[src/rtl/ccip_mmio_csr.sv]
// ccip_mmio_csr: CCI-P MMIO CSR block. Decodes c0 MMIO reads/writes, holds the
// AFU DFH/ID and the job-control register file, and returns c2 read responses
// one cycle after each request.
module ccip_mmio_csr #(
  parameter logic [127:0] AFU_ID = 128'h0
) (
  input  logic        clk,
  input  logic        rst_n,
  input  logic        mmio_rd_valid,
  input  logic        mmio_wr_valid,
  input  logic [15:0] mmio_addr,
  input  logic [1:0]  mmio_len,
  input  logic [8:0]  mmio_tid,
  input  logic [63:0] mmio_wdata,
  output logic        rsp_valid,
  output logic [8:0]  rsp_tid,
  output logic [63:0] rsp_data,
  output logic        ctrl_start,
  output logic [63:0] ctrl_src_addr,
  output logic [63:0] ctrl_dst_addr,
  output logic [31:0] ctrl_len,
  input  logic        stat_busy,
  input  logic        stat_done
);

  localparam int unsigned ADDR_W = 16;
  localparam int unsigned DATA_W = 64;
  localparam int unsigned TID_W  = 9;
  localparam int unsigned CNT_W  = 32;
  localparam int unsigned HALF_W = 32;

  localparam logic [ADDR_W-1:0] A_DFH      = 16'h0000;
  localparam logic [ADDR_W-1:0] A_ID_L     = 16'h0002;
  localparam logic [ADDR_W-1:0] A_ID_H     = 16'h0004;
  localparam logic [ADDR_W-1:0] A_SCRATCH  = 16'h0020;
  localparam logic [ADDR_W-1:0] A_SRC_ADDR = 16'h0022;
  localparam logic [ADDR_W-1:0] A_DST_ADDR = 16'h0024;
  localparam logic [ADDR_W-1:0] A_LENGTH   = 16'h0026;
  localparam logic [ADDR_W-1:0] A_CONTROL  = 16'h0028;
  localparam logic [ADDR_W-1:0] A_STATUS   = 16'h002A;
  localparam logic [ADDR_W-1:0] A_CYCLES   = 16'h002C;

  // Device feature header: AFU type, end-of-list set, no next DFH.
  localparam logic [DATA_W-1:0] DFH_VAL =
    {4'b0001, 8'b0, 4'b0, 7'b0, 1'b1, 24'b0, 4'b0, 12'b0};

  localparam logic [CNT_W-1:0] CNT_MAX = '1;

  logic [DATA_W-1:0] scratch_q, scratch_d;
  logic [DATA_W-1:0] src_q, src_d;
  logic [DATA_W-1:0] dst_q, dst_d;
  logic [CNT_W-1:0]  len_q, len_d;
  logic              start_q, start_d;
  logic              done_sticky_q, done_sticky_d;
  logic              start_err_q, start_err_d;
  logic [CNT_W-1:0]  done_cnt_q, done_cnt_d;
  logic [DATA_W-1:0] cycles_q, cycles_d;
  logic              rsp_valid_q, rsp_valid_d;
  logic [TID_W-1:0]  rsp_tid_q, rsp_tid_d;
  logic [DATA_W-1:0] rsp_data_q, rsp_data_d;

  logic [ADDR_W-1:0] reg_addr_c;
  logic              is4_c;
  logic              hi_c;
  logic [DATA_W-1:0] rd_reg_c;
  logic [DATA_W-1:0] rd_data_c;
  logic              start_req_c;
  logic              clear_req_c;
  logic [CNT_W-1:0]  cnt_base_c;

  // Merge a write into an 8 B register, honouring 4 B half selection.
  function automatic logic [DATA_W-1:0] merge_w(
    input logic [DATA_W-1:0] old_v,
    input logic [DATA_W-1:0] wd,
    input logic              is4,
    input logic              hi
  );
    logic [DATA_W-1:0] r;
    r = wd;
    if (is4) begin
      if (hi) r = {wd[HALF_W-1:0], old_v[HALF_W-1:0]};
      else    r = {old_v[DATA_W-1:HALF_W], wd[HALF_W-1:0]};
    end
    return r;
  endfunction

  // Address decode shared by the read and write paths.
  always_comb begin
    reg_addr_c = {mmio_addr[ADDR_W-1:1], 1'b0};
    is4_c      = (mmio_len == 2'd0);
    hi_c       = is4_c & mmio_addr[0];
  end

  // Read mux: current register contents, so a same-cycle write is not visible.
  always_comb begin
    rd_reg_c = '0;
    unique case (reg_addr_c)
      A_DFH:      rd_reg_c = DFH_VAL;
      A_ID_L:     rd_reg_c = AFU_ID[63:0];
      A_ID_H:     rd_reg_c = AFU_ID[127:64];
      A_SCRATCH:  rd_reg_c = scratch_q;
      A_SRC_ADDR: rd_reg_c = src_q;
      A_DST_ADDR: rd_reg_c = dst_q;
      A_LENGTH:   rd_reg_c = {{(DATA_W-CNT_W){1'b0}}, len_q};
      A_STATUS:   rd_reg_c = {done_cnt_q, 29'b0, start_err_q, done_sticky_q, stat_busy};
      A_CYCLES:   rd_reg_c = cycles_q;
      default:    rd_reg_c = '0;
    endcase
    rd_data_c = rd_reg_c;
    if (is4_c) begin
      if (mmio_addr[0]) rd_data_c = {{HALF_W{1'b0}}, rd_reg_c[DATA_W-1:HALF_W]};
      else              rd_data_c = {{HALF_W{1'b0}}, rd_reg_c[HALF_W-1:0]};
    end
  end

  // CONTROL bits live in the low half; a 4 B write to the high half carries none.
  always_comb begin
    start_req_c = mmio_wr_valid & (reg_addr_c == A_CONTROL) & ~hi_c & mmio_wdata[0];
    clear_req_c = mmio_wr_valid & (reg_addr_c == A_CONTROL) & ~hi_c & mmio_wdata[1];
  end

  // Next-state logic for the register file, status and response path.
  always_comb begin
    scratch_d     = scratch_q;
    src_d         = src_q;
    dst_d         = dst_q;
    len_d         = len_q;
    start_d       = 1'b0;
    done_sticky_d = done_sticky_q;
    start_err_d   = start_err_q;
    done_cnt_d    = done_cnt_q;
    cycles_d      = cycles_q;
    cnt_base_c    = done_cnt_q;
    rsp_valid_d   = mmio_rd_valid;
    rsp_tid_d     = rsp_tid_q;
    rsp_data_d    = rsp_data_q;

    if (mmio_wr_valid) begin
      unique case (reg_addr_c)
        A_SCRATCH:  scratch_d = merge_w(scratch_q, mmio_wdata, is4_c, hi_c);
        A_SRC_ADDR: src_d     = merge_w(src_q, mmio_wdata, is4_c, hi_c);
        A_DST_ADDR: dst_d     = merge_w(dst_q, mmio_wdata, is4_c, hi_c);
        A_LENGTH:   if (!hi_c) len_d = mmio_wdata[CNT_W-1:0];
        default:    ;
      endcase
    end

    // Clear is applied before this cycle's done/busy/error updates.
    if (clear_req_c) begin
      done_sticky_d = 1'b0;
      start_err_d   = 1'b0;
      cnt_base_c    = '0;
    end

    if (start_req_c) begin
      if (stat_busy) start_err_d = 1'b1;
      else           start_d     = 1'b1;
    end

    done_cnt_d = cnt_base_c;
    if (stat_done) begin
      done_sticky_d = 1'b1;
      if (cnt_base_c != CNT_MAX) done_cnt_d = cnt_base_c + CNT_W'(1);
    end

    if (clear_req_c)    cycles_d = '0;
    else if (stat_busy) cycles_d = cycles_q + DATA_W'(1);

    if (mmio_rd_valid) begin
      rsp_tid_d  = mmio_tid;
      rsp_data_d = rd_data_c;
    end
  end

  // State registers.
  always_ff @(posedge clk or negedge rst_n) begin
    if (!rst_n) begin
      scratch_q     <= '0;
      src_q         <= '0;
      dst_q         <= '0;
      len_q         <= '0;
      start_q       <= 1'b0;
      done_sticky_q <= 1'b0;
      start_err_q   <= 1'b0;
      done_cnt_q    <= '0;
      cycles_q      <= '0;
      rsp_valid_q   <= 1'b0;
      rsp_tid_q     <= '0;
      rsp_data_q    <= '0;
    end else begin
      scratch_q     <= scratch_d;
      src_q         <= src_d;
      dst_q         <= dst_d;
      len_q         <= len_d;
      start_q       <= start_d;
      done_sticky_q <= done_sticky_d;
      start_err_q   <= start_err_d;
      done_cnt_q    <= done_cnt_d;
      cycles_q      <= cycles_d;
      rsp_valid_q   <= rsp_valid_d;
      rsp_tid_q     <= rsp_tid_d;
      rsp_data_q    <= rsp_data_d;
    end
  end

  assign rsp_valid     = rsp_valid_q;
  assign rsp_tid       = rsp_tid_q;
  assign rsp_data      = rsp_data_q;
  assign ctrl_start    = start_q;
  assign ctrl_src_addr = src_q;
  assign ctrl_dst_addr = dst_q;
  assign ctrl_len      = len_q;

endmodule

[config.mk]
export PLATFORM = sky130hd
export DESIGN_NAME = ccip_mmio_csr
export DESIGN_NICKNAME = d
export VERILOG_FILES = /design/src/rtl/ccip_mmio_csr.sv
export SDC_FILE = /design/constraint.sdc
export NUM_CORES = 1
export LEC_CHECK = 0
export CAP_MARGIN = 20
export CORE_MARGIN = 2
export CORE_UTILIZATION = 55
export DETAILED_ROUTE_END_ITERATION = 12
export DONT_BUFFER_PORTS = 1
export GPL_TIMING_DRIVEN = 0
export PLACE_DENSITY = 0.77
export REMOVE_ABC_BUFFERS = 1
export SKIP_LAST_GASP = 1
export SLEW_MARGIN = 20
export SYNTH_ARGS = -nofsm -noshare
export SYNTH_HDL_FRONTEND = slang
export SYNTH_SLANG_ARGS = --single-unit
[constraint.sdc]
create_clock -name clk -period 3.75 [get_ports clk]
set_input_delay 0.375 -clock clk [delete_from_list [all_inputs] [get_ports clk]]
set_output_delay 0.375 -clock clk [all_outputs]
set_load 0.01 [all_outputs]
== After elaboration in Yosys (flattened, before gate mapping) ==
Index checks and enable logic that the tools add are counted.
Operators by class
  $add $sub $neg: 2
  eq/ne operators: 10
  reduce and logical (&&, ||, !) cells: 11
  bitwise logic cells: 6
  mux-type cells: 17
Operator list (number)
  $pmux 64 s7: 1
  $mux 64: 5
  $mux 32: 4
  $eq 15x5->1 const B: 7
  $add 64x1->64 const B: 1
  $add 32x1->32 const B: 1
  $ne 32x32->1 const B: 1
  $reduce_and 3->1: 7
  $logic_not 16->1: 1
  $mux 1: 7
  $and 1x1->1: 5
  $reduce_bool 2->1: 2
  $logic_not 2->1: 1
  $ne 2x1->1 const B: 1
  $ne 2x2->1 const B: 1
  $not 1->1: 1
Word-level totals
  flip-flop bits (word level): 397
  logic and storage cells: 61

== Logic depth before layout (Yosys ltp) ==
Gate-level depths: netlist (run 1).
  word-level depth: 9
  mapped depth: 12

== Least setup slack after synthesis (run 1) ==
No wires, ideal clock.
  path kind: input-to-reg
  from: input port mmio_addr[11]
  to: register done_cnt_q[29]
  path buffers: 1
  data arrival time: 3.223 ns
  stages on the path: 11
  required time: 3.684 ns
  path slack: 0.461 ns
  path through: or4_4 buf_2 nor4_2 nand3_1 and2_1 ha_1 nand2_1 nor2_1 a311o_1 or4_1 nand2_1
On the way
  cells in the longest elaborated chain, start to end: 8
RTL lines
  start: declaration: line 11  | input logic [15:0] mmio_addr,
  $eq 15x5->1 (*): line 119  | clear_req_c = mmio_wr_valid & (reg_addr_c == A_CONTROL) & ~hi_c & mmio_wdata[1];
  $and 1x1->1 (*) (3 in series): line 119
  $mux 32 (*): line 149  | if (clear_req_c) begin
  $add 32x1->32 or $ne 32x32->1 (tied branches): line 163  | if (cnt_base_c != CNT_MAX) done_cnt_d = cnt_base_c + CNT_W'(1);
  $mux 32: line 163
  $mux 32 (*): line 161  | if (stat_done) begin
  via done_cnt_d[29]: line 56  | logic [CNT_W-1:0] done_cnt_q, done_cnt_d;
  end signal: assignment: line 198  | done_cnt_q <= done_cnt_d;
  end: declaration: line 56
The timed path passes the listed nets; every way through them passes the cells marked *.
A chain may end at the register's enable or synchronous reset.

== Final worst setup path (run 1) ==
  from: input port mmio_addr[0]
  to: register done_cnt_q[1]
On the way
  cells in the longest elaborated chain, start to end: 8
RTL lines
  $and 1x1->1 (*): line 91  | hi_c = is4_c & mmio_addr[0];
  $not 1->1 (no source line) (*)
  $and 1x1->1 (*) (2 in series): line 119
  $mux 32 (*): line 149
  $add 32x1->32 or $ne 32x32->1 (tied branches): line 163
  $mux 32: line 163
  $mux 32 (*): line 161
  via done_cnt_d[1]: line 56
Marks and branches as above.

==> results.txt, run 1 <==
----------------------------------------------------
[Status]
  Outcome ... finished, violations left
  Violated checks ... hold timing, slew limit

[Yosys]
  Fraction of the yosys area taken by sequential cells ... 51.3%
  Number of synthesized flops with an enable pin ... 0
  Prevailing post-synth register cell ... sky130_fd_sc_hd__dfrtp_1
  Flip-flop and latch count after synthesis ... 397
  Area of the mapped netlist ... 19400 µm²
  Fraction of registers with async set/reset ... 100%
  List of most frequent post-synthesis cells ... sky130_fd_sc_hd__dfrtp_1, sky130_fd_sc_hd__nand2_1, sky130_fd_sc_hd__mux2_2
  Largest cells by area after synthesis ... sky130_fd_sc_hd__dfrtp_1, sky130_fd_sc_hd__mux2_2, sky130_fd_sc_hd__nand2_1
  Instance count of the mapped netlist ... 1852
  Count of different cell masters after synthesis ... 67
  Area fraction of the dominant cell type after synthesis ... 51.3%
  Average cell area after synthesis ... 10.5 µm²
  Most numerous cell in the Yosys netlist ... sky130_fd_sc_hd__dfrtp_1
  Library cell with the largest summed area after synthesis ... sky130_fd_sc_hd__dfrtp_1
  Yosys synthesis warning count ... 0

[STA]
  Minimum clock period ... 3.53 ns
  Max Slew Vio Count ... 74
  Tightest slew margin relative to the limit ... -2.79%
  Worst Max-Slew Pin Slew ... 1.54 ns
  Setup repair after global routing missed its margin ... no
  Worst clock skew ... 0.0263 ns
  Post-route clock period utilization ... 94.2%
  Final hold vios ... 397
  Final Hold Slack ... -0.487 ns
  Final number of setup-violating endpoints ... 0
  Maximum operating frequency ... 283 MHz
  Total Neg Setup Slack ... 0 ns

[Hold path]
  Type of the tightest min-delay check ... input port to asynchronous set/reset pin

[Route]
  Post-detailed-route DRC marker count ... 0
  Detailed-routing iteration count for the pre-antenna-repair pass ... 5
  Remaining antenna violation count after routing ... 0
  DRC marker count from the first detailed-route iteration ... 1736
  Post-DR vias/cell ... 6.89
  Number of vias in the routed layout ... 16100
  Total detailed-routing wirelength ... 63.8 mm
  Routed wire per std cell ... 27.3 µm

[Cells and area]
  Multi-input gate area ... 8930 µm²
  Share of cells above drive strength 1 ... 16.6%
  Final net count ... 1947
  Area Growth Syn to Fin ... 13.2%
  Total of fill cells in the finished design ... 2676
  Flip-flop and latch area ... 9930 µm²

[Clocking]
  Insertion delay of the later-clocked pin in the worst-skew pair ... 0.58 ns
  TritonCTS sink count ... 397
  Clock root buffer ... sky130_fd_sc_hd__clkbuf_16
  Setup repair bufs after CTS ... 0
  Clock tree from TritonCTS ... done
  H-Tree Level Count ... 2
  Maximum number of buffers from clock root to sink ... 3
  Count of hold buffers inserted by post-cts repair ... 44
  Clock slew at reported path FFs ... 0.06 ns
  Clock buffer count from CTS ... 43

[Run]
  Count of max-cap constraint violations ... 0

[Critical path]
  Reg-to-reg setup timing slack ... 0.45 ns
  Data arrival time of the worst path ... 3.98 ns
  Maximum fanout count along the critical path ... 37
  Critical Path Start Type ... input port
  Number of cells traversed by the worst register-to-register path ... 5
  Launch point of the worst reg-to-reg path ... cycles_q[14]
  Required time of the critical path ... 4.20 ns
  Capturing point of the worst reg2reg path ... cycles_q[59]
  Kind of end point of the critical path ... register
  Setup Crit Path Kind ... input port to register

[GRT]
  Initial antenna violation count ... 7
  Wire length of the first global-routing pass ... 95.8 mm
  Total congestion overflow after global routing ... 0
  Largest net degree at the start of global routing ... 398
  Overall routing resource usage ... 34.6%
  Number of global-route vias before repair ... 15400

[Floorplanning]
  Num rows ... 68
  Starting density of the core ... 55.9%
  Die Span X ... 192 µm
  Die area ... 36700 µm²
  Area of the placeable core ... 34600 µm²
  Die Span Y ... 192 µm
  Number of primary I/O pins ... 332

[Power and ir drop]
  Pwr per Cell Area ... 425 nW/µm²
  Post-layout total power ... 9320 µW
  Standby leakage power ... 0.00968 µW
  Maximum vdd ir drop ... 0.376 mV

[Place]
  DPL Wire Length ... 43.9 mm
  IO Port Bufs ... 0
  Final RePlAce weighted congestion ... 0.899

----------------------------------------------------
## worst max-delay path: stages
cell and delay [ns]:
sky130_fd_sc_hd__or3b_2 0.84, sky130_fd_sc_hd__and4_1 0.41, sky130_fd_sc_hd__nand3_1 0.34, sky130_fd_sc_hd__and2_1 0.23, sky130_fd_sc_hd__ha_1 0.23, sky130_fd_sc_hd__and2_1 0.19
sky130_fd_sc_hd__nand3_1 0.31, sky130_fd_sc_hd__nor3_4 0.58, sky130_fd_sc_hd__nand3_1 0.13, sky130_fd_sc_hd__a32o_1 0.27
## metrics by stage
step / hold WS, ns / cells / setup slack (ns) / instance area (µm²) / util [%]
after floorplan: 0.0794 / 1714 / -5.13 / 18800 / -
after global placement: 0.0934 / 2169 / -13.22 / 19300 / 55.8
after detailed placement: 0.0929 / 2214 / -0.816 / 20000 / 57.7
after CTS: -0.509 / 2336 / 0.000407 / 21900 / 63.2
after global routing: -0.501 / 2338 / 0.124 / 21900 / 63.3
final: -0.487 / 2339 / 0.218 / 21900 / 63.3
## cell usage in the layout, fill, tap and decap left out, types with 11 or more instances in the layout
master / count
sky130_fd_sc_hd__dfrtp_1: 397
sky130_fd_sc_hd__nand2_1: 228
sky130_fd_sc_hd__mux2_2: 162
sky130_fd_sc_hd__o21ai_0: 129
sky130_fd_sc_hd__nor2_1: 78
sky130_fd_sc_hd__a21oi_1: 72
sky130_fd_sc_hd__a22oi_1: 63
sky130_fd_sc_hd__nand3_1: 61
sky130_fd_sc_hd__and3_1: 45
sky130_fd_sc_hd__nand4_1: 44
sky130_fd_sc_hd__clkbuf_16: 44
sky130_fd_sc_hd__dlygate4sd3_1: 44
sky130_fd_sc_hd__a22o_1: 40
sky130_fd_sc_hd__xor2_1: 38
sky130_fd_sc_hd__or4_1: 34
sky130_fd_sc_hd__or3_1: 33
sky130_fd_sc_hd__a32oi_1: 26
sky130_fd_sc_hd__o2bb2ai_1: 26
sky130_fd_sc_hd__xnor2_1: 19
sky130_fd_sc_hd__a41o_1: 18
sky130_fd_sc_hd__o2111a_1: 18
sky130_fd_sc_hd__nor3_1: 15
sky130_fd_sc_hd__buf_6: 15
sky130_fd_sc_hd__buf_4: 15
sky130_fd_sc_hd__inv_1: 14
sky130_fd_sc_hd__and4_1: 13
sky130_fd_sc_hd__nor4_1: 11
sky130_fd_sc_hd__o2111ai_1: 11
## cell type report
cell class	count	share of cell area, %
diodes	3	0.0343
well taps	455	2.60
flip-flops and latches	397	45.3
clock inverters	19	1.12
multi-input cells	1302	40.7
clock buffers	59	5.51
repair buffers	89	4.39
inverters	15	0.263
## worst max path at each step
| stage | start | endpoint | slack [ns] | cells after the start |
|---|---|---|---|---|
| floorplan | mmio_addr[6] | ctrl_dst_addr[32] | -5.13 | 4 |
| global placement | mmio_addr[6] | ctrl_dst_addr[55] | -13.22 | 4 |
| detailed placement | mmio_addr[6] | done_cnt_q[7] | -0.82 | 10 |
| CTS | mmio_addr[6] | done_cnt_q[7] | 0.0004 | 10 |
| global route | mmio_len[1] | done_cnt_q[1] | 0.12 | 10 |
| finish | mmio_addr[0] | done_cnt_q[1] | 0.22 | 10 |
## layer usage
metal	GRT usage (%)	share of wire (%)	up-vias	wire (µm)
li1	-	-	6913	-
met1	47.7	40	8083	25800
met2	52.6	46	932	29100
met3	9.21	9.8	191	6250
met4	12.7	4.0	6	2580
met5	0	0.070	-	45
## power breakdown
group          internal, µW  switching (µW)  leakage (µW)
Sequential             4360             129       0.00549
Combinational           177             244       0.00348
Clock                  2610            1790      0.000708
Total                  7150            2170       0.00968
## what timing repair did
action / CTS / global route
hold endpoints to repair: 538 / 397
pin swaps: 0 / 0
resized for setup: 1 / 2
setup endpoints to repair: 14 / 11
## flip-flops by register name (all words and copies together), names as in the netlist
signal and flops:
start_err_q 1, rsp_valid 1, ctrl_src_addr 64, done_sticky_q 1
rsp_data 64, ctrl_dst_addr 64, cycles_q 64, scratch_q 64
ctrl_start 1, rsp_tid 9, done_cnt_q 32, ctrl_len 32
## cell families (layout without fill, tap and decap cells)
kind of cell | count (synthesis) | count (layout) | synth area share, %
AO/OA/AOI/OAI | 453 | 453 | 16.4
other | 0 | 3 | 0
adder cells (fa/ha/maj) | 2 | 2 | 0.129
multiplexers | 167 | 167 | 9.68
XOR/XNOR | 57 | 57 | 2.58
buffers and inverters | 153 | 182 | 3.32
flip-flops | 397 | 397 | 51.3
AND/OR/NAND/NOR | 623 | 623 | 16.5
Power figures use the tool's default switching activity.
==> run 2, diff against run 1 <==
--- a/config.mk
+++ b/config.mk
@@ -11,6 +11,7 @@
 export DETAILED_ROUTE_END_ITERATION = 12
 export DONT_BUFFER_PORTS = 1
 export GPL_TIMING_DRIVEN = 0
+export MAX_ROUTING_LAYER = met4
 export PLACE_DENSITY = 0.77
 export REMOVE_ABC_BUFFERS = 1
 export SKIP_LAST_GASP = 1
==> run 2 against run 1 <==
Largest power group unchanged. The run ends with hold timing left. Highest routed layer is now met4. Global-route usage rose by 0.50 points. Cell count rose by 0.13%. Wire length fell by 2.0%. Via count fell by 0.42%. Combinational power fell by 2%. Sequential share of layout area rose by 0.12 points. Critical endpoint unchanged.
==> results.txt, run 2 (same netlist as run 1, synthesis figures left out) <==
----------------------------------------------------
[Run]
  Count of max-cap constraint violations ... 0

[GRT]
  Largest net degree at the start of global routing ... 398
  Initial antenna violation count ... 8
  Wire length of the first global-routing pass ... 95.4 mm
  Number of global-route vias before repair ... 15600
  Total congestion overflow after global routing ... 0
  Overall routing resource usage ... 35.1%

[Route]
  Post-DR vias/cell ... 6.86
  Routed wire per std cell ... 26.7 µm
  DRC marker count from the first detailed-route iteration ... 1701
  Number of vias in the routed layout ... 16100
  Total detailed-routing wirelength ... 62.6 mm
  Detailed-routing iteration count for the pre-antenna-repair pass ... 7
  Post-detailed-route DRC marker count ... 0
  Remaining antenna violation count after routing ... 0

[Clocking]
  TritonCTS sink count ... 397
  Clock slew at reported path FFs ... 0.06 ns
  Clock tree from TritonCTS ... done
  H-Tree Level Count ... 2
  Clock buffer count from CTS ... 42
  Maximum number of buffers from clock root to sink ... 3
  Clock root buffer ... sky130_fd_sc_hd__clkbuf_16
  Setup repair bufs after CTS ... 0
  Count of hold buffers inserted by post-cts repair ... 44
  Insertion delay of the later-clocked pin in the worst-skew pair ... 0.55 ns

[Critical path]
  Reg-to-reg setup timing slack ... 0.51 ns
  Launch point of the worst reg-to-reg path ... cycles_q[16]
  Number of cells traversed by the worst register-to-register path ... 5
  Setup Crit Path Kind ... input port to register
  Kind of end point of the critical path ... register
  Capturing point of the worst reg2reg path ... cycles_q[59]
  Required time of the critical path ... 4.17 ns
  Data arrival time of the worst path ... 3.95 ns
  Critical Path Start Type ... input port
  Maximum fanout count along the critical path ... 37

[Place]
  Final RePlAce weighted congestion ... 0.988
  Cell area after placement ... 20000 µm²
  IO Port Bufs ... 0
  DPL Wire Length ... 42.9 mm

[STA]
  Final hold vios ... 397
  Worst Max-Slew Pin Slew ... 1.06 ns
  Final Hold Slack ... -0.456 ns
  Final number of setup-violating endpoints ... 0
  Minimum clock period ... 3.53 ns
  Max Slew Vio Count ... 0
  Worst clock skew ... 0.0164 ns
  Setup repair after global routing missed its margin ... no
  Post-route clock period utilization ... 94.0%
  Maximum operating frequency ... 284 MHz
  Tightest slew margin relative to the limit ... 29.5%

[Cells and area]
  Final net count ... 1946
  Total of fill cells in the finished design ... 2611
  Commonest cells after routing, fill and taps aside ... sky130_fd_sc_hd__dfrtp_1, sky130_fd_sc_hd__nand2_1, sky130_fd_sc_hd__mux2_2
  Most common cell after layout, fill and taps aside ... sky130_fd_sc_hd__dfrtp_1
  Final cell area excluding filler cells ... 21900 µm²
  Area Growth Syn to Fin ... 12.9%
  Share of cells above drive strength 1 ... 16.5%
  Share of the core filled with cells ... 63.1%

[Floorplanning]
  Die area ... 36700 µm²
  Number of primary I/O pins ... 332
  Starting density of the core ... 55.9%
  Die Span Y ... 192 µm
  Num rows ... 68
  Area of the placeable core ... 34600 µm²
  Die Span X ... 192 µm

[Power and ir drop]
  Maximum vdd ir drop ... 0.330 mV
  Post-layout total power ... 9130 µW
  Standby leakage power ... 0.00966 µW
  Pwr per Cell Area ... 418 nW/µm²

[Hold path]
  Type of the tightest min-delay check ... input port to asynchronous set/reset pin

[Status]
  Outcome ... finished, violations left
  Violated checks ... hold timing

----------------------------------------------------
-- run 2: cell types whose count changed in the layout (fill, tap and decap cells not counted), sizes merged --
cell and change:
clkbuf +3, inv -1, bufinv -2, diode +7, clkinvlp -3, clkinv -1
-- run 2: through the flow --
stage	worst slack [ns]	setup TNS, ns	std cells
2_1_floorplan	-5.13	-509.54	1714
3_5_place_dp	-0.828	-23.79	2214
4_1_cts	0.0581	0	2332
3_3_place_gp	-12.93	-1732.35	2169
6_report	0.224	0	2342
5_1_grt	0.00370	0	2340
-- run 2: worst max path at each step --
stage | startpoint | end | slack (ns) | depth (start not counted)
final | mmio_len[1] | done_cnt_q[1] | 0.22 | 10
after global routing | mmio_len[1] | done_cnt_q[1] | 0.004 | 10
after CTS | mmio_len[1] | done_cnt_q[1] | 0.06 | 10
after detailed placement | mmio_addr[6] | done_cnt_q[7] | -0.83 | 10
after global placement | mmio_addr[6] | ctrl_dst_addr[48] | -12.93 | 4
after floorplan | mmio_addr[6] | ctrl_dst_addr[32] | -5.13 | 4
-- run 2: per-layer routing --
metal	share of wire (%)	track usage [%]	up-vias
li1	-	-	6919
met1	40	47.4	7956
met2	44	50.6	964
met3	10	7.69	219
met4	5.5	16.2	0
met5	0	-	-
-- run 2: where the power goes --
part	switching, µW	internal [µW]
clock network	1720	2500
registers	131	4360
logic	239	175
-- run 2: final cells by class --
class / count / area, µm² / area share, %
Sequential cell: 397 / 9930 / 45.5
Timing Repair Buffer: 89 / 953 / 4.36
Inverter: 15 / 57.6 / 0.263
Antenna cell: 10 / 25.0 / 0.115
Clock inverter: 12 / 139 / 0.636
Clock buffer: 62 / 1250 / 5.71
Multi-Input combinational cell: 1302 / 8930 / 40.9
Tap cell: 455 / 569 / 2.61
-- run 2: timing repair --
item	CTS	global route
resized for setup	2	1
pin swaps	0	1
hold endpoints to repair	535	397
endpoints found under the setup margin	17	9
-- run 2: worst max-delay path, cell delays in order --
cell	delay, ns
sky130_fd_sc_hd__or3b_2	0.87
sky130_fd_sc_hd__and4_1	0.43
sky130_fd_sc_hd__nand3_1	0.38
sky130_fd_sc_hd__and2_1	0.23
sky130_fd_sc_hd__ha_1	0.21
sky130_fd_sc_hd__and2_1	0.19
sky130_fd_sc_hd__nand3_1	0.29
sky130_fd_sc_hd__nor3_4	0.51
sky130_fd_sc_hd__nand3_1	0.14
sky130_fd_sc_hd__a32o_1	0.28
==> run 3, diff against run 2 <==
--- a/config.mk
+++ b/config.mk
@@ -5,14 +5,14 @@
 export SDC_FILE = /design/constraint.sdc
 export NUM_CORES = 1
 export LEC_CHECK = 0
+export ABC_AREA = 1
 export CAP_MARGIN = 20
 export CORE_MARGIN = 2
 export CORE_UTILIZATION = 55
 export DETAILED_ROUTE_END_ITERATION = 12
-export DONT_BUFFER_PORTS = 1
 export GPL_TIMING_DRIVEN = 0
 export MAX_ROUTING_LAYER = met4
-export PLACE_DENSITY = 0.77
+export PLACE_DENSITY = 0.89
 export REMOVE_ABC_BUFFERS = 1
 export SKIP_LAST_GASP = 1
 export SLEW_MARGIN = 20
==> run 3 against run 2 <==
The run now ends clean. Clock-buffer cell count did not move. Clock skew rose by 0.0039 ns. Critical path type unchanged. Synthesized area rose by 3.3%. Sequential cell count did not move.
==> results.txt, run 3 <==
----------------------------------------------------
[STA]
  Post-route clock period utilization ... 95.4%
  Tightest slew margin relative to the limit ... 34.8%
  Worst clock skew ... 0.0203 ns
  Minimum clock period ... 3.58 ns
  Maximum operating frequency ... 279 MHz
  Final number of setup-violating endpoints ... 0
  Worst Max-Slew Pin Slew ... 0.976 ns
  Final Hold Slack ... 0.363 ns
  Final hold vios ... 0
  Max Slew Vio Count ... 0
  Setup repair after global routing missed its margin ... yes

[Cells and area]
  Share of cells above drive strength 1 ... 5.50%
  Commonest cells after routing, fill and taps aside ... sky130_fd_sc_hd__nand2_1, sky130_fd_sc_hd__dfrtp_1, sky130_fd_sc_hd__clkdlybuf4s50_1
  Final net count ... 2995
  Most common cell after layout, fill and taps aside ... sky130_fd_sc_hd__nand2_1
  Area Growth Syn to Fin ... 26.6%

[Route]
  Total detailed-routing wirelength ... 76.7 mm
  Routed wire per std cell ... 22.6 µm
  Post-DR vias/cell ... 6.12
  Detailed-routing iteration count for the pre-antenna-repair pass ... 6
  Number of vias in the routed layout ... 20700
  DRC marker count from the first detailed-route iteration ... 2628
  Post-detailed-route DRC marker count ... 0
  Remaining antenna violation count after routing ... 0

[Floorplanning]
  Num rows ... 69
  Die Span Y ... 195 µm
  Number of primary I/O pins ... 332
  Die area ... 37900 µm²
  Area of the placeable core ... 35700 µm²
  Die Span X ... 195 µm
  Starting density of the core ... 56.1%

[Critical path]
  CP max-delay cell ... sky130_fd_sc_hd__clkdlybuf4s50_1
  Top delay family on crit path ... simple AND/OR/NAND/NOR gates
  Delay of the slowest cell on the worst path ... 0.47 ns
  Launch point of the worst reg-to-reg path ... cycles_q[0]
  Critical-path cell list ... clkdlybuf4s50_1 > nor2_2 > a21oi_4 > nand4_4 > buf_12 > nand2_1 > inv_1 > ha_1 > inv_1 > nor2_2 > nand2_1 > nor2_4 > nand3_4 > nand2_1 > nand2_1 > o21ai_0
  Crit path buf inv count ... 4
  Maximum fanout count along the critical path ... 53
  Setup Crit Path Kind ... input port to register
  Capturing point of the worst reg2reg path ... cycles_q[52]
  Reg-to-reg setup timing slack ... 1.09 ns
  Required time of the critical path ... 4.21 ns
  Number of cells traversed by the worst register-to-register path ... 13
  Critical Path Start Type ... input port
  Cell seen most often among critical-path stages ... sky130_fd_sc_hd__nand2_1
  Kind of end point of the critical path ... register
  Data arrival time of the worst path ... 4.04 ns

[Hold path]
  Worst-case hold path end point ... rsp_tid[0]
  Launch instance of the worst min-delay path ... mmio_tid[0]
  Type of the tightest min-delay check ... input port to register
  Number of instances on the worst hold path ... 3

[Clocking]
  Clock buffer count from CTS ... 42
  TritonCTS sink count ... 397
  Clock root buffer ... sky130_fd_sc_hd__clkbuf_16
  H-Tree Level Count ... 2
  Clock slew at reported path FFs ... 0.06 ns
  Maximum number of buffers from clock root to sink ... 3
  Clock tree from TritonCTS ... done
  Insertion delay of the later-clocked pin in the worst-skew pair ... 0.56 ns

[Power and ir drop]
  Standby leakage power ... 0.0115 µW
  Maximum vdd ir drop ... 0.327 mV
  Post-layout total power ... 9450 µW
  Pwr per Cell Area ... 374 nW/µm²

[Yosys]
  Number of synthesized flops with an enable pin ... 0
  Yosys synthesis warning count ... 0
  Most numerous cell in the Yosys netlist ... sky130_fd_sc_hd__nand2_1
  Count of different cell masters after synthesis ... 47
  List of most frequent post-synthesis cells ... sky130_fd_sc_hd__nand2_1, sky130_fd_sc_hd__dfrtp_1, sky130_fd_sc_hd__o21ai_0
  Largest cells by area after synthesis ... sky130_fd_sc_hd__dfrtp_1, sky130_fd_sc_hd__nand2_1, sky130_fd_sc_hd__o21ai_0
  Library cell with the largest summed area after synthesis ... sky130_fd_sc_hd__dfrtp_1
  Instance count of the mapped netlist ... 2612
  Area of the mapped netlist ... 20000 µm²
  Area fraction of the dominant cell type after synthesis ... 49.7%
  Fraction of registers with async set/reset ... 100%
  Flip-flop and latch count after synthesis ... 397
  Average cell area after synthesis ... 7.65 µm²
  Prevailing post-synth register cell ... sky130_fd_sc_hd__dfrtp_1
  Fraction of the yosys area taken by sequential cells ... 49.7%

[Place]
  DPL Wire Length ... 52.9 mm
  Final RePlAce weighted congestion ... 0.969
  IO Port Bufs ... 331

[Run]
  Count of max-cap constraint violations ... 0

[GRT]
  Initial antenna violation count ... 1
  Total congestion overflow after global routing ... 0
  Wire length of the first global-routing pass ... 117 mm
  Largest net degree at the start of global routing ... 98
  Overall routing resource usage ... 41.5%
  Number of global-route vias before repair ... 20600

[Status]
  Outcome ... finished, final reports clean

----------------------------------------------------
==> run 3: changes by cell type after synthesis, sizes merged, moves of 58 or more <==
| cell | delta |
|---|---|
| nand2 | +599 |
| inv | +240 |
| o21ai | +236 |
| a22oi | -58 |
| mux2 | -162 |
| nand3 | +93 |
| nor2 | +91 |
==> run 3: worst max-delay path by stage <==
stage,from,end,slack [ns],cells after the start
finish,mmio_len[1],done_cnt_q[8],0.17,16
global route,mmio_len[1],done_cnt_q[31],-0.08,16
CTS,mmio_wr_valid,done_cnt_q[8],0.02,16
detailed placement,mmio_addr[14],rsp_data[40],-0.84,11
global placement,rst_n,rsp_tid[0],-14.91,1
floorplan,mmio_len[1],ctrl_dst_addr[32],-0.08,7
==> run 3: worst min-delay path: stages <==
cell                              delay (ns)
sky130_fd_sc_hd__clkdlybuf4s50_1        0.40
sky130_fd_sc_hd__nand2_1                0.06
sky130_fd_sc_hd__nand2_1                0.04
==> run 3: kinds of logic after synthesis <==
group	Yosys count	synth area share, %
buffers and inverters	376	7.39
flip-flops	397	49.7
XOR/XNOR	12	0.526
AND/OR/NAND/NOR	1295	27.7
adder cells (fa/ha/maj)	2	0.125
AO/OA/AOI/OAI	530	14.5
==> run 3: report_power, final <==
part           switching, µW  internal, µW
Combinational            568           293
Clock                   1740          2340
Sequential               132          4390
==> run 3: cell type report <==
type,instances,area (µm²)
Fill cell,2691,10400
Sequential cell,397,9930
Multi-Input combinational cell,1840,8700
Timing Repair Buffer,359,3800
Clock buffer,62,1190
Inverter,256,976
Tap cell,461,577
Clock inverter,15,129
Antenna cell,1,2.50
==> run 3: routing by layer <==
metal | up-vias | part of all wire, % | track usage [%]
li1 | 9144 | - | -
met3 | 331 | 11 | 9.40
met4 | 0 | 6.0 | 21.0
met2 | 1326 | 46 | 64.4
met1 | 9943 | 37 | 51.1
met5 | - | 0 | -
==> run 3: what timing repair did <==
item	in CTS	in global routing
buffers inserted	0	6
endpoints found under the hold margin	57	0
resized for setup	3	2
pin swaps	0	2
hold buffers	1	0
gates cloned	0	1
endpoints found under the setup margin	59	42
==> run 3: metrics by stage <==
step           setup WS [ns]  utilization [%]  cells  area, µm²  setup TNS, ns
4_1_cts               0.0240             70.8   3383      25200              0
3_5_place_dp          -0.840             67.0   3305      23900         -50.00
6_report               0.171             71.0   3391      25300              0
3_3_place_gp          -14.91             65.5   3284      23400       -6715.65
2_1_floorplan        -0.0827                -   2492      19500          -7.89
5_1_grt              -0.0816             71.0   3391      25300         -0.783
